==> src/rtl/usb_pkg.sv <==
// Shared definitions for the FT245 USB FIFO port blocks: writer FSM states,
// FT245 write-cycle timing defaults and the bus byte width.
package usb_pkg;

  localparam int unsigned BYTE_W        = 8;
  localparam int unsigned WR_HI_DFLT    = 5;
  localparam int unsigned HOLD_DFLT     = 2;
  localparam int unsigned TXE_WAIT_DFLT = 8;

  typedef enum logic [2:0] {
    ST_IDLE  = 3'd0,
    ST_REQ   = 3'd1,
    ST_SETUP = 3'd2,
    ST_HOLD  = 3'd3,
    ST_GAP   = 3'd4
  } usb_state_e;

  function automatic int unsigned max3(input int unsigned a, input int unsigned b,
                                       input int unsigned c);
    int unsigned m;
    m = (a > b) ? a : b;
    return (m > c) ? m : c;
  endfunction

endpackage

==> src/rtl/sync_fifo.sv <==
// Single-clock FIFO with registered full/empty flags; the pointers carry one
// extra wrap bit so full and empty are distinguishable.
module sync_fifo #(
  parameter int unsigned W     = 8,
  parameter int unsigned DEPTH = 16
) (
  input  logic         clk,
  input  logic         rst_n,
  input  logic         wr_en,
  input  logic [W-1:0] wr_data,
  output logic         full,
  input  logic         rd_en,
  output logic [W-1:0] rd_data,
  output logic         empty
);

  localparam int unsigned AW = $clog2(DEPTH);

  logic [W-1:0] mem [DEPTH];
  logic [AW:0]  wr_ptr, rd_ptr;
  logic [AW:0]  wr_ptr_n, rd_ptr_n;
  logic         do_wr, do_rd;

  assign do_wr    = wr_en && !full;
  assign do_rd    = rd_en && !empty;
  assign wr_ptr_n = wr_ptr + {{AW{1'b0}}, do_wr};
  assign rd_ptr_n = rd_ptr + {{AW{1'b0}}, do_rd};

  // Flags are computed from the next pointers so they stay registered.
  always_ff @(posedge clk or negedge rst_n) begin
    if (!rst_n) begin
      wr_ptr <= '0;
      rd_ptr <= '0;
      full   <= 1'b0;
      empty  <= 1'b1;
    end else begin
      wr_ptr <= wr_ptr_n;
      rd_ptr <= rd_ptr_n;
      full   <= (wr_ptr_n[AW] != rd_ptr_n[AW]) &&
                (wr_ptr_n[AW-1:0] == rd_ptr_n[AW-1:0]);
      empty  <= (wr_ptr_n == rd_ptr_n);
    end
  end

  always_ff @(posedge clk) begin
    if (do_wr) mem[wr_ptr[AW-1:0]] <= wr_data;
  end

  assign rd_data = mem[rd_ptr[AW-1:0]];

endmodule

==> src/rtl/usb_tx.sv <==
// Host-bound byte transmitter for the FT245 FIFO port: buffers producer bytes
// and issues timed WR strobes. Define USB_TX_SI_EN for the idle SI flush.
module usb_tx
  import usb_pkg::*;
#(
  parameter int unsigned DEPTH    = 16,
  parameter int unsigned WR_HI    = WR_HI_DFLT,
  parameter int unsigned HOLD     = HOLD_DFLT,
  parameter int unsigned TXE_WAIT = TXE_WAIT_DFLT,
  parameter int unsigned SI_IDLE  = 1000
) (
  input  logic              clk,
  input  logic              rst_n,
  input  logic [BYTE_W-1:0] tx_data,
  input  logic              tx_valid,
  output logic              tx_ready,
  input  logic              txe,
  output logic              bus_req,
  input  logic              bus_gnt,
  output logic              wr,
  output logic [BYTE_W-1:0] d_out,
  output logic              d_oe,
  output logic              SI
);

  localparam int unsigned CNT_MAX = max3(WR_HI, HOLD, TXE_WAIT);
  localparam int unsigned CW      = (CNT_MAX > 1) ? $clog2(CNT_MAX) : 1;

  usb_state_e        state, state_n;
  logic [CW-1:0]     cnt, cnt_n;
  logic              txe_m, txe_s;
  logic              pop;
  logic              fifo_full, fifo_empty;
  logic [BYTE_W-1:0] head;

  // TXE# is idle-high, so the synchronizer resets to "not ready".
  always_ff @(posedge clk or negedge rst_n) begin
    if (!rst_n) begin
      txe_m <= 1'b1;
      txe_s <= 1'b1;
    end else begin
      txe_m <= txe;
      txe_s <= txe_m;
    end
  end

  sync_fifo #(
    .W     (BYTE_W),
    .DEPTH (DEPTH)
  ) u_fifo (
    .clk     (clk),
    .rst_n   (rst_n),
    .wr_en   (tx_valid),
    .wr_data (tx_data),
    .full    (fifo_full),
    .rd_en   (pop),
    .rd_data (head),
    .empty   (fifo_empty)
  );

  assign tx_ready = !fifo_full;

  always_ff @(posedge clk or negedge rst_n) begin
    if (!rst_n) begin
      state <= ST_IDLE;
      cnt   <= '0;
    end else begin
      state <= state_n;
      cnt   <= cnt_n;
    end
  end

  always_comb begin
    state_n = state;
    cnt_n   = '0;
    pop     = 1'b0;
    case (state)
      ST_IDLE:  if (!fifo_empty) state_n = ST_REQ;
      ST_REQ:   if (bus_gnt && !txe_s) state_n = ST_SETUP;
      ST_SETUP: begin
        if (cnt == CW'(WR_HI - 1)) state_n = ST_HOLD;
        else                       cnt_n   = cnt + CW'(1);
      end
      ST_HOLD: begin
        pop = (cnt == '0);
        if (cnt == CW'(HOLD - 1)) state_n = ST_GAP;
        else                      cnt_n   = cnt + CW'(1);
      end
      ST_GAP: begin
        if (cnt == CW'(TXE_WAIT - 1)) state_n = ST_IDLE;
        else                          cnt_n   = cnt + CW'(1);
      end
      default: state_n = ST_IDLE;
    endcase
  end

  // Pin outputs are registered from the next state: glitch-free, same timing
  // as a decode of the state register.
  always_ff @(posedge clk or negedge rst_n) begin
    if (!rst_n) begin
      wr      <= 1'b0;
      d_oe    <= 1'b0;
      bus_req <= 1'b0;
      d_out   <= '0;
    end else begin
      wr      <= (state_n == ST_SETUP);
      d_oe    <= (state_n == ST_SETUP) || (state_n == ST_HOLD);
      bus_req <= (state_n == ST_REQ) || (state_n == ST_SETUP) || (state_n == ST_HOLD);
      if (state == ST_REQ && state_n == ST_SETUP) d_out <= head;
    end
  end

`ifdef USB_TX_SI_EN
  localparam int unsigned IW = $clog2(SI_IDLE + 1);

  logic          push;
  logic [IW-1:0] idle_cnt;
  logic [CW-1:0] si_cnt;
  logic          si_q;
  logic          dirty;

  assign push = tx_valid && tx_ready;

  // Leaving IDLE or any push aborts both the idle count and a pulse in flight.
  always_ff @(posedge clk or negedge rst_n) begin
    if (!rst_n) begin
      idle_cnt <= '0;
      si_cnt   <= '0;
      si_q     <= 1'b1;
      dirty    <= 1'b0;
    end else begin
      if (pop) dirty <= 1'b1;
      if (push || state != ST_IDLE || !fifo_empty) begin
        idle_cnt <= '0;
        si_cnt   <= '0;
        si_q     <= 1'b1;
      end else begin
        if (idle_cnt != IW'(SI_IDLE)) idle_cnt <= idle_cnt + IW'(1);
        if (idle_cnt == IW'(SI_IDLE - 1) && dirty) begin
          si_q   <= 1'b0;
          si_cnt <= CW'(WR_HI - 1);
          dirty  <= 1'b0;
        end else if (!si_q) begin
          if (si_cnt == '0) si_q   <= 1'b1;
          else              si_cnt <= si_cnt - CW'(1);
        end
      end
    end
  end

  assign SI = si_q;
`else
  assign SI = 1'b1;
`endif

endmodule

==> config.mk <==
export PLATFORM = sky130hd
export DESIGN_NAME = usb_tx
export DESIGN_NICKNAME = d
export VERILOG_FILES = /design/src/rtl/usb_pkg.sv /design/src/rtl/sync_fifo.sv /design/src/rtl/usb_tx.sv
export SDC_FILE = /design/constraint.sdc
export NUM_CORES = 1
export LEC_CHECK = 0
export BUFFER_PORTS_ARGS = -buffer_cell sky130_fd_sc_hd__clkbuf_2
export CELL_PAD_IN_SITES_DETAIL_PLACEMENT = 1
export CELL_PAD_IN_SITES_GLOBAL_PLACEMENT = 2
export CORE_MARGIN = 1
export CORE_UTILIZATION = 50
export CTS_BUF_LIST = sky130_fd_sc_hd__clkbuf_4 sky130_fd_sc_hd__clkbuf_8
export CTS_CLUSTER_SIZE = 10
export DETAILED_ROUTE_END_ITERATION = 8
export PLACE_DENSITY_LB_ADDON = 0.05
export SLEW_MARGIN = 20
export SYNTH_ARGS = -nofsm -noshare
export SYNTH_HDL_FRONTEND = slang
export SYNTH_SLANG_ARGS = --single-unit
==> constraint.sdc <==
create_clock -name clk -period 2.85 [get_ports clk]
set_input_delay 0.4275 -clock clk [delete_from_list [all_inputs] [get_ports clk]]
set_output_delay 0.4275 -clock clk [all_outputs]
set_load 0.005 [all_outputs]
==> metrics.txt, run 1 <==
# TYPE chip_impl_metric gauge
chip_impl_metric{name="power.ir.vdd_worst",unit="mV"} 0.4064
chip_impl_metric{name="final_antenna_net_count",unit=""} 0
chip_impl_metric{name="clockBufferDepth",unit=""} 2
chip_impl_metric{name="areaGrowthSynthToFinish",unit="%"} 12.64
chip_impl_metric{name="power.static_leakage",unit="uW"} 0.002586
chip_impl_metric{name="detailed_routing_iteration_count_for_the_pre_antenna_repair_pass",unit=""} 4
chip_impl_metric{name="vias",unit=""} 3074
chip_impl_metric{name="route.final.wire_length",unit="um"} 12590
chip_impl_metric{name="sinks_on_clock_net",unit=""} 159
chip_impl_info{name="grt_setup_unrepaired",value="no"} 1
chip_impl_metric{name="drt_iter0_markers",unit=""} 168
chip_impl_metric{name="floorplan.initialDensity",unit="%"} 52.03
chip_impl_metric{name="reg2reg_depth",unit=""} 10
chip_impl_info{name="timing.setup.critical_path_class",value="reg2reg"} 1
chip_impl_metric{name="clock_group_share_of_total_power",unit="%"} 24.2
chip_impl_info{name="cp_slowest_cell",value="sky130_fd_sc_hd__or4bb_1"} 1
chip_impl_info{name="worst_setup_path_start_kind",value="register"} 1
chip_impl_metric{name="max_slew.worst_pin.slew",unit="ns"} 0.9225
chip_impl_metric{name="timing.final.crit_period",unit="ns"} 2.639
chip_impl_metric{name="crit_path_max_incr_delay",unit="ns"} 0.47
chip_impl_metric{name="grt_max_degree",unit=""} 33
chip_impl_metric{name="post_route_cells_drive_above_1_share",unit="%"} 22.40
chip_impl_metric{name="number_of_diodes",unit=""} 0
chip_impl_metric{name="grt_first_pass_wirelength",unit="um"} 18960
chip_impl_metric{name="finalClockSkew",unit="ns"} 0.01199
chip_impl_metric{name="hold_viol",unit=""} 0
chip_impl_metric{name="cts_made_buffers",unit=""} 17
chip_impl_metric{name="globalRoute.totalOverflow",unit=""} 0
chip_impl_metric{name="share_seq_of_total_power",unit="%"} 47.5
chip_impl_metric{name="power.share.switching",unit="%"} 31.18
chip_impl_metric{name="synth_top_area_share",unit="%"} 60.50
chip_impl_info{name="timing.critical_path.mode_cell",value="sky130_fd_sc_hd__ha_1"} 1
chip_impl_metric{name="critPathMaxFanout",unit=""} 4
chip_impl_metric{name="core_area",unit="um2"} 12210
chip_impl_metric{name="synth_cell_type_count",unit=""} 35
chip_impl_metric{name="first_global_vias",unit=""} 3211
chip_impl_metric{name="syn_area",unit="um2"} 6354
chip_impl_metric{name="drv.max_cap_violation_count",unit=""} 0
chip_impl_metric{name="timing.critical_path.required",unit="ns"} 3.23
chip_impl_metric{name="row_count",unit=""} 40
chip_impl_metric{name="ys_seq_elements",unit=""} 159
chip_impl_metric{name="n_fill_cell",unit=""} 1097
chip_impl_metric{name="critical_path_buf_inv_count",unit=""} 1
chip_impl_metric{name="min_period_over_period",unit="%"} 92.59
chip_impl_metric{name="drc_errors",unit=""} 0
chip_impl_metric{name="wl_per_cell",unit="um"} 22.80
chip_impl_metric{name="report.power.total",unit="uW"} 6711
chip_impl_metric{name="count_of_flip_flops_with_a_built_in_enable_after_synthesis",unit=""} 128
chip_impl_metric{name="placement.io_buffers",unit=""} 24
chip_impl_metric{name="yosysWarningCount",unit=""} 0
chip_impl_metric{name="antenna_found_initial",unit=""} 0
chip_impl_metric{name="final_max_slew_violation_count",unit=""} 0
chip_impl_metric{name="place.gp.congestion",unit=""} 0.6986
chip_impl_info{name="top_post_synthesis_cells_by_area",value="sky130_fd_sc_hd__edfxtp_1 60%, sky130_fd_sc_hd__mux4_1 12%, sky130_fd_sc_hd__dfrtp_1 11%"} 1
chip_impl_metric{name="cts_max_level",unit=""} 4
chip_impl_metric{name="globalRouteTotalUtil",unit="%"} 21.27
chip_impl_metric{name="cts_hold_repair.buffers",unit=""} 0
chip_impl_info{name="synth_top_cell_by_area",value="sky130_fd_sc_hd__edfxtp_1"} 1
chip_impl_metric{name="placed_cells_incl_taps",unit=""} 520
chip_impl_metric{name="nets",unit=""} 392
chip_impl_metric{name="total_switching_power",unit="uW"} 2092
chip_impl_info{name="rr_startpoint",value="cnt[0]$_DFF_PN0_"} 1
chip_impl_metric{name="post_layout_nonfiller_instances",unit=""} 552
chip_impl_info{name="worstSetupEndpoint",value="u_fifo.full$_DFF_PN0_"} 1
chip_impl_info{name="cts.root.buffer_cell",value="sky130_fd_sc_hd__clkbuf_8"} 1
chip_impl_metric{name="timing.fmax",unit="MHz"} 379.0
chip_impl_info{name="cts_tree",value="yes"} 1
chip_impl_metric{name="overall_die_area",unit="um2"} 13160
chip_impl_info{name="cp-end-kind",value="register"} 1
chip_impl_metric{name="die_height",unit="um"} 114.7
chip_impl_metric{name="die_width",unit="um"} 114.7
chip_impl_metric{name="cts.reportedPaths.clkPinSlew",unit="ns"} 0.08
chip_impl_metric{name="power.share.combinational",unit="%"} 28.3
chip_impl_info{name="outcome",value="complete, no violations"} 1
chip_impl_metric{name="vias_per_cell",unit=""} 5.569
chip_impl_metric{name="p_int",unit="uW"} 4618
chip_impl_info{name="timing.critical_path.from",value="cnt[0]$_DFF_PN0_"} 1
chip_impl_metric{name="setup_viol_count_final",unit=""} 0
chip_impl_metric{name="register_area_share_after_synthesis",unit="%"} 72.76
chip_impl_info{name="commonest_register_cell_after_synthesis",value="sky130_fd_sc_hd__edfxtp_1"} 1
chip_impl_metric{name="tns",unit="ns"} 0
chip_impl_metric{name="slew_headroom",unit="%"} 38.50
chip_impl_metric{name="synth_area_per_cell",unit="um2"} 19.67
chip_impl_info{name="worstPathCellList",value="inv_1 > ha_1 > or4bb_1 > nor2_1 > ha_1 > ha_1 > xor2_2 > xor2_1 > or3_1 > nor3_1"} 1
chip_impl_metric{name="r2r_slack",unit="ns"} 0.21
chip_impl_metric{name="postSynthNetCount",unit=""} 344
chip_impl_metric{name="proportion_of_synthesized_flip_flops_having_asynchronous_set_or_reset",unit="%"} 19.50
chip_impl_info{name="hold_path.class",value="in2reg"} 1
chip_impl_metric{name="power.density",unit="nW/um2"} 937.7
chip_impl_metric{name="dpl.hpwl",unit="um"} 7925
chip_impl_metric{name="clock_latency",unit="ns"} 0.46
chip_impl_info{name="worst_r2r_endpoint",value="u_fifo.full$_DFF_PN0_"} 1
chip_impl_metric{name="path_length_in_cells_of_the_critical_path",unit=""} 10
chip_impl_info{name="worst_path_dominant_cell_family",value="simple AND/OR/NAND/NOR gates"} 1
chip_impl_metric{name="io_pins",unit=""} 26
chip_impl_metric{name="synthesis.instances",unit=""} 323
chip_impl_metric{name="timing.critical_path.arrival",unit="ns"} 3.01
[per-layer routing]
metal,routed length [um],up-vias,part of all wire [%],GRT usage [%]
met5,0,-,0,0
met4,233,0,1.9,8.745
met3,649,18,5.2,5.400
met2,5976,79,47,32.77
met1,5727,1588,46,29.35
li1,-,1389,-,-
[how the worst min path moves through the flow]
stage	cells past startpoint	from	slack [ns]	endpoint
2_1_floorplan	0	rst_n	0.13	bus_req$_DFF_PN0_
3_3_place_gp	0	txe_m$_DFF_PN1_	0.35	txe_s$_DFF_PN1_
3_5_place_dp	0	txe_m$_DFF_PN1_	0.35	txe_s$_DFF_PN1_
4_1_cts	1	txe	0.02	txe_m$_DFF_PN1_
5_1_grt	1	txe	0.03	txe_m$_DFF_PN1_
6_report	1	txe	0.05	txe_m$_DFF_PN1_
[power groups by stage]
stage,clock (uW),sequential [uW],combinational [uW]
final,1620,3190,1900
after global routing,1740,3230,2090
after CTS,1670,3190,1920
after detailed placement,0,3240,1920
after global placement,0,3220,1870
after floorplan,0,3090,1410
[layout make-up]
type	count	area, um2	area share (%)
flip-flops and latches	159	4623	64.60
multi-input cells	142	1618	22.60
repair buffers	43	287.8	4.021
clock buffers	19	249.0	3.479
well taps	168	210.2	2.937
clock inverters	13	138.9	1.941
inverters	8	30.03	0.4196
[layout by cell type, fill, tap and decap left out, types with 2 or more instances in the layout]
cell type                    instances
sky130_fd_sc_hd__clkbuf_2           24
sky130_fd_sc_hd__nor2b_1             3
sky130_fd_sc_hd__nor3_1              7
sky130_fd_sc_hd__edfxtp_1          128
sky130_fd_sc_hd__bufinv_16           2
sky130_fd_sc_hd__nand2_1            13
sky130_fd_sc_hd__buf_4              17
sky130_fd_sc_hd__inv_1               8
sky130_fd_sc_hd__inv_6               2
sky130_fd_sc_hd__clkinv_2            3
sky130_fd_sc_hd__xor2_1              7
sky130_fd_sc_hd__nand2b_1            4
sky130_fd_sc_hd__ha_1                8
sky130_fd_sc_hd__buf_12              2
sky130_fd_sc_hd__clkbuf_4            2
sky130_fd_sc_hd__nor2_1             14
sky130_fd_sc_hd__mux4_1             28
sky130_fd_sc_hd__dfstp_2             3
sky130_fd_sc_hd__mux4_2              4
sky130_fd_sc_hd__nand3_1             5
sky130_fd_sc_hd__or3_1               2
sky130_fd_sc_hd__clkbuf_8           17
sky130_fd_sc_hd__a21oi_1             4
sky130_fd_sc_hd__dfrtp_1            28
sky130_fd_sc_hd__xnor2_1             3
sky130_fd_sc_hd__mux2i_1            16
sky130_fd_sc_hd__o221ai_1            8
sky130_fd_sc_hd__nand3b_1            4
sky130_fd_sc_hd__or2_2               2
sky130_fd_sc_hd__clkinvlp_4          3
[metrics by stage]
stage	hold WS [ns]	setup slack, ns	instance area, um2	util (%)
2_1_floorplan	0.1319	0.4416	6354	-
3_3_place_gp	0.3465	0.2925	6756	55.33
3_5_place_dp	0.3488	0.1611	6756	55.33
4_1_cts	0.02185	0.1448	7144	58.50
5_1_grt	0.02589	0.03079	7157	58.61
6_report	0.05350	0.2112	7157	58.61
[registers in the layout (all words and copies together), names as in the netlist]
name,flops
txe_s,1
state,3
wr,1
d_oe,1
txe_m,1
u_fifo.mem,128
bus_req,1
u_fifo.wr_ptr,5
u_fifo.full,1
u_fifo.rd_ptr,5
u_fifo.empty,1
d_out,8
cnt,3
[synth_stat cells, drive strengths merged, types with 2 or more instances]
cell	number
mux2i	16
nand2b	4
o221ai	8
nor2	14
xnor2	3
nand3b	4
ha	8
nand2	13
clkbuf	3
nor2b	3
or3	2
mux4	32
buf	11
dfrtp	28
nand3	5
xor2	8
edfxtp	128
dfstp	3
a21oi	4
nor3	7
inv	8
or2	2
[what timing repair did]
item                                    CTS  global route
buffers inserted                          0             0
gates resized for setup                   0             2
endpoints found under the setup margin    0             2
[cells by family after synthesis]
kind of cell | after synthesis | synth area share [%]
flops | 159 | 72.76
mux | 48 | 15.52
compound gates | 17 | 2.068
simple gates | 57 | 4.529
buf+inv | 22 | 1.969
xor+xnor | 11 | 1.516
fa+ha+maj | 8 | 1.575
other cells | 1 | 0.05902
No activity file was read; power rests on OpenSTA's default activity.
==> run 2, diff against run 1 <==
- ABC_AREA: not set -> 1
- CORE_UTILIZATION: 50 -> 42
==> metrics.txt, run 2 <==
# TYPE chip_impl_metric gauge
chip_impl_info{name="outcome",value="complete, no violations"} 1
chip_impl_info{name="cts_tree",value="yes"} 1
chip_impl_metric{name="max_slew.worst_pin.slew",unit="ns"} 0.8045
chip_impl_metric{name="yosysWarningCount",unit=""} 0
chip_impl_metric{name="count_of_flip_flops_with_a_built_in_enable_after_synthesis",unit=""} 128
chip_impl_metric{name="timing.fmax",unit="MHz"} 450.5
chip_impl_metric{name="timing.final.crit_period",unit="ns"} 2.220
chip_impl_metric{name="fin_area",unit="um2"} 7731
chip_impl_metric{name="areaGrowthSynthToFinish",unit="%"} 10.22
chip_impl_info{name="synth_top_cell_by_area",value="sky130_fd_sc_hd__edfxtp_1"} 1
chip_impl_metric{name="detailed_routing_iteration_count_for_the_pre_antenna_repair_pass",unit=""} 4
chip_impl_metric{name="placement.io_buffers",unit=""} 24
chip_impl_metric{name="row_count",unit=""} 46
chip_impl_info{name="timing.setup.critical_path_class",value="reg2reg"} 1
chip_impl_info{name="layout.cells.most_common",value="sky130_fd_sc_hd__nand2_1"} 1
chip_impl_metric{name="finalClockSkew",unit="ns"} 0.01047
chip_impl_metric{name="timing.critical_path.required",unit="ns"} 3.24
chip_impl_info{name="commonest_register_cell_after_synthesis",value="sky130_fd_sc_hd__edfxtp_1"} 1
chip_impl_metric{name="first_global_vias",unit=""} 4817
chip_impl_metric{name="core_area",unit="um2"} 16120
chip_impl_metric{name="ys_seq_elements",unit=""} 159
chip_impl_metric{name="register_area_share_after_synthesis",unit="%"} 65.91
chip_impl_metric{name="power.density",unit="nW/um2"} 985.6
chip_impl_info{name="grt_setup_unrepaired",value="no"} 1
chip_impl_info{name="worst_setup_path_start_kind",value="register"} 1
chip_impl_metric{name="tns",unit="ns"} 0
chip_impl_metric{name="synth_area_per_cell",unit="um2"} 10.25
chip_impl_metric{name="die_width",unit="um"} 131.2
chip_impl_metric{name="cts_hold_repair.buffers",unit=""} 0
chip_impl_metric{name="clock_latency",unit="ns"} 0.45
chip_impl_metric{name="post_route_cells_drive_above_1_share",unit="%"} 10.25
chip_impl_metric{name="drv.max_cap_violation_count",unit=""} 0
chip_impl_metric{name="cts_post_setup_buffers_inserted",unit=""} 0
chip_impl_metric{name="setup_viol_count_final",unit=""} 0
chip_impl_metric{name="drc_errors",unit=""} 0
chip_impl_info{name="synth.most_common_cell",value="sky130_fd_sc_hd__nand2_1"} 1
chip_impl_metric{name="place.gp.congestion",unit=""} 0.7700
chip_impl_metric{name="min_period_over_period",unit="%"} 77.88
chip_impl_metric{name="synth_compound_area_share",unit="%"} 0.3924
chip_impl_metric{name="cts.reportedPaths.clkPinSlew",unit="ns"} 0.09
chip_impl_metric{name="syn_area",unit="um2"} 7014
chip_impl_metric{name="vias",unit=""} 4511
chip_impl_metric{name="power.ir.vdd_worst",unit="mV"} 0.4234
chip_impl_info{name="grt.busiest_layer",value="met2"} 1
chip_impl_metric{name="final_antenna_net_count",unit=""} 0
chip_impl_metric{name="met1_track_utilization_from_global_routing",unit="%"} 28.09
chip_impl_metric{name="cts_resized",unit=""} 0
chip_impl_metric{name="dpl.hpwl",unit="um"} 11420
chip_impl_metric{name="grt_max_degree",unit=""} 61
chip_impl_metric{name="globalRouteTotalUtil",unit="%"} 21.63
chip_impl_info{name="cts.root.buffer_cell",value="sky130_fd_sc_hd__clkbuf_8"} 1
chip_impl_metric{name="clockBufferDepth",unit=""} 2
chip_impl_info{name="top_post_synthesis_cells_by_area",value="sky130_fd_sc_hd__edfxtp_1 55%, sky130_fd_sc_hd__nand2_1 11%, sky130_fd_sc_hd__dfrtp_1 10%"} 1
chip_impl_metric{name="met2_usage",unit="%"} 36.97
chip_impl_info{name="layout.cells.most_common_list",value="209 x sky130_fd_sc_hd__nand2_1, 128 x sky130_fd_sc_hd__edfxtp_1, 120 x sky130_fd_sc_hd__inv_1, 102 x sky130_fd_sc_hd__nand3_1, 34 x sky130_fd_sc_hd__nor2_1"} 1
chip_impl_metric{name="cts_max_level",unit=""} 4
chip_impl_metric{name="nets",unit=""} 730
chip_impl_metric{name="route.final.wire_length",unit="um"} 17310
chip_impl_metric{name="grt_first_pass_wirelength",unit="um"} 27410
chip_impl_metric{name="die_height",unit="um"} 131.2
chip_impl_metric{name="postPlaceCellArea",unit="um2"} 7301
chip_impl_metric{name="overall_die_area",unit="um2"} 17220
chip_impl_metric{name="critPathMaxFanout",unit=""} 4
chip_impl_metric{name="floorplan.initialDensity",unit="%"} 43.52
chip_impl_metric{name="yosys.area_share.xor_xnor",unit="%"} 2.301
chip_impl_metric{name="globalRoute.totalOverflow",unit=""} 0
chip_impl_info{name="top_cell_types_by_occurrence_after_synthesis",value="209 x sky130_fd_sc_hd__nand2_1, 128 x sky130_fd_sc_hd__edfxtp_1, 120 x sky130_fd_sc_hd__inv_1"} 1
chip_impl_metric{name="pre_cts_setup_slack",unit="ns"} 0.5928
chip_impl_metric{name="number_of_diodes",unit=""} 0
chip_impl_metric{name="cts_made_buffers",unit=""} 17
chip_impl_metric{name="synthesis.instances",unit=""} 684
chip_impl_metric{name="postSynthNetCount",unit=""} 705
chip_impl_metric{name="largest_reg_flops",unit=""} 128
chip_impl_metric{name="synth_top_area_share",unit="%"} 54.80
chip_impl_metric{name="hold_viol",unit=""} 0
chip_impl_metric{name="synth_cell_type_count",unit=""} 27
chip_impl_metric{name="groute.layer.met3.usage",unit="%"} 3.395
chip_impl_metric{name="synth.mux.area_fraction",unit="%"} 0
chip_impl_metric{name="slew_headroom",unit="%"} 46.37
chip_impl_metric{name="synthAdderAreaFrac",unit="%"} 1.427
chip_impl_metric{name="synth-simple-area-share",unit="%"} 20.98
chip_impl_metric{name="power.static_leakage",unit="uW"} 0.003448
chip_impl_metric{name="io_pins",unit=""} 26
chip_impl_info{name="cp-end-kind",value="register"} 1
chip_impl_metric{name="sinks_on_clock_net",unit=""} 159
chip_impl_metric{name="vias_per_cell",unit=""} 4.809
chip_impl_metric{name="fin_ws",unit="ns"} 0.6303
chip_impl_metric{name="antenna_found_initial",unit=""} 0
chip_impl_metric{name="proportion_of_synthesized_flip_flops_having_asynchronous_set_or_reset",unit="%"} 19.50
chip_impl_info{name="hold_path.class",value="in2async"} 1
chip_impl_metric{name="final_max_slew_violation_count",unit=""} 0
chip_impl_info{name="combinational_family_with_the_most_area_after_synthesis",value="simple AND/OR/NAND/NOR gates"} 1
chip_impl_metric{name="drt_iter0_markers",unit=""} 263
chip_impl_metric{name="wl_per_cell",unit="um"} 18.45
chip_impl_metric{name="timing.critical_path.arrival",unit="ns"} 2.61
==> run 2: power by group <==
| part | leakage [uW] | switching [uW] | internal [uW] |
|---|---|---|---|
| sequential | 0.00154 | 245 | 2890 |
| combinational | 0.00170 | 1820 | 831 |
| clock | 0.000212 | 861 | 965 |
==> run 2: through the flow <==
step	instances	util [%]	total power, uW	hold WS, ns
final	938	47.97	7620	0.04275
after global placement	906	45.30	5849	0.3498
after floorplan	684	-	5029	0.1319
after CTS	938	47.97	7728	0.02329
after global routing	938	47.97	8112	0.02172
after detailed placement	906	45.30	5895	0.3497
==> run 2: kinds of logic after synthesis <==
family | after synthesis
compound gates | 4
flops | 159
buf+inv | 149
other cells | 1
simple gates | 351
xor+xnor | 12
fa+ha+maj | 8
==> run 2: final cells by class <==
type | instances | area [um2]
fillers | 1804 | 8384
flip-flops and latches | 159 | 4624
multi-input cells | 376 | 1764
inverters | 123 | 461.7
well taps | 216 | 270.3
clock buffers | 18 | 241.5
clock inverters | 14 | 188.9
repair buffers | 32 | 180.2
==> run 2: layer usage <==
layer  vias up  wire, um  share of wire, %
met5         -         0                 0
met4         0       276               1.6
met1      2195      7881                46
met3        25       550               3.2
met2        72      8598                50
li1       2219         -                 -
==> run 2: final timing paths <==
kind                       cells past startpoint  slack [ns]             start                         end
setup / recovery                              10        0.63  cnt[0]$_DFF_PN0_      u_fifo.empty$_DFF_PN1_
hold reg to reg                                0        0.36   txe_m$_DFF_PN1_             txe_s$_DFF_PN1_
max in group asynchronous                      1        2.24             rst_n  u_fifo.rd_ptr[0]$_DFF_PN0_
setup reg to reg                              10        0.63  cnt[0]$_DFF_PN0_      u_fifo.empty$_DFF_PN1_
hold / removal                                 1        0.04             rst_n           bus_req$_DFF_PN0_
min in group clk                               1        0.05               txe             txe_m$_DFF_PN1_
==> run 2: critical path, stage by stage, from the launching register on <==
cell	delay [ns]
sky130_fd_sc_hd__dfrtp_1	0.42
sky130_fd_sc_hd__inv_1	0.08
sky130_fd_sc_hd__ha_1	0.17
sky130_fd_sc_hd__inv_1	0.04
sky130_fd_sc_hd__nor4_1	0.29
sky130_fd_sc_hd__ha_1	0.24
sky130_fd_sc_hd__ha_1	0.29
sky130_fd_sc_hd__nand3_2	0.17
sky130_fd_sc_hd__xnor2_4	0.21
sky130_fd_sc_hd__xor2_1	0.18
sky130_fd_sc_hd__nor2_1	0.06
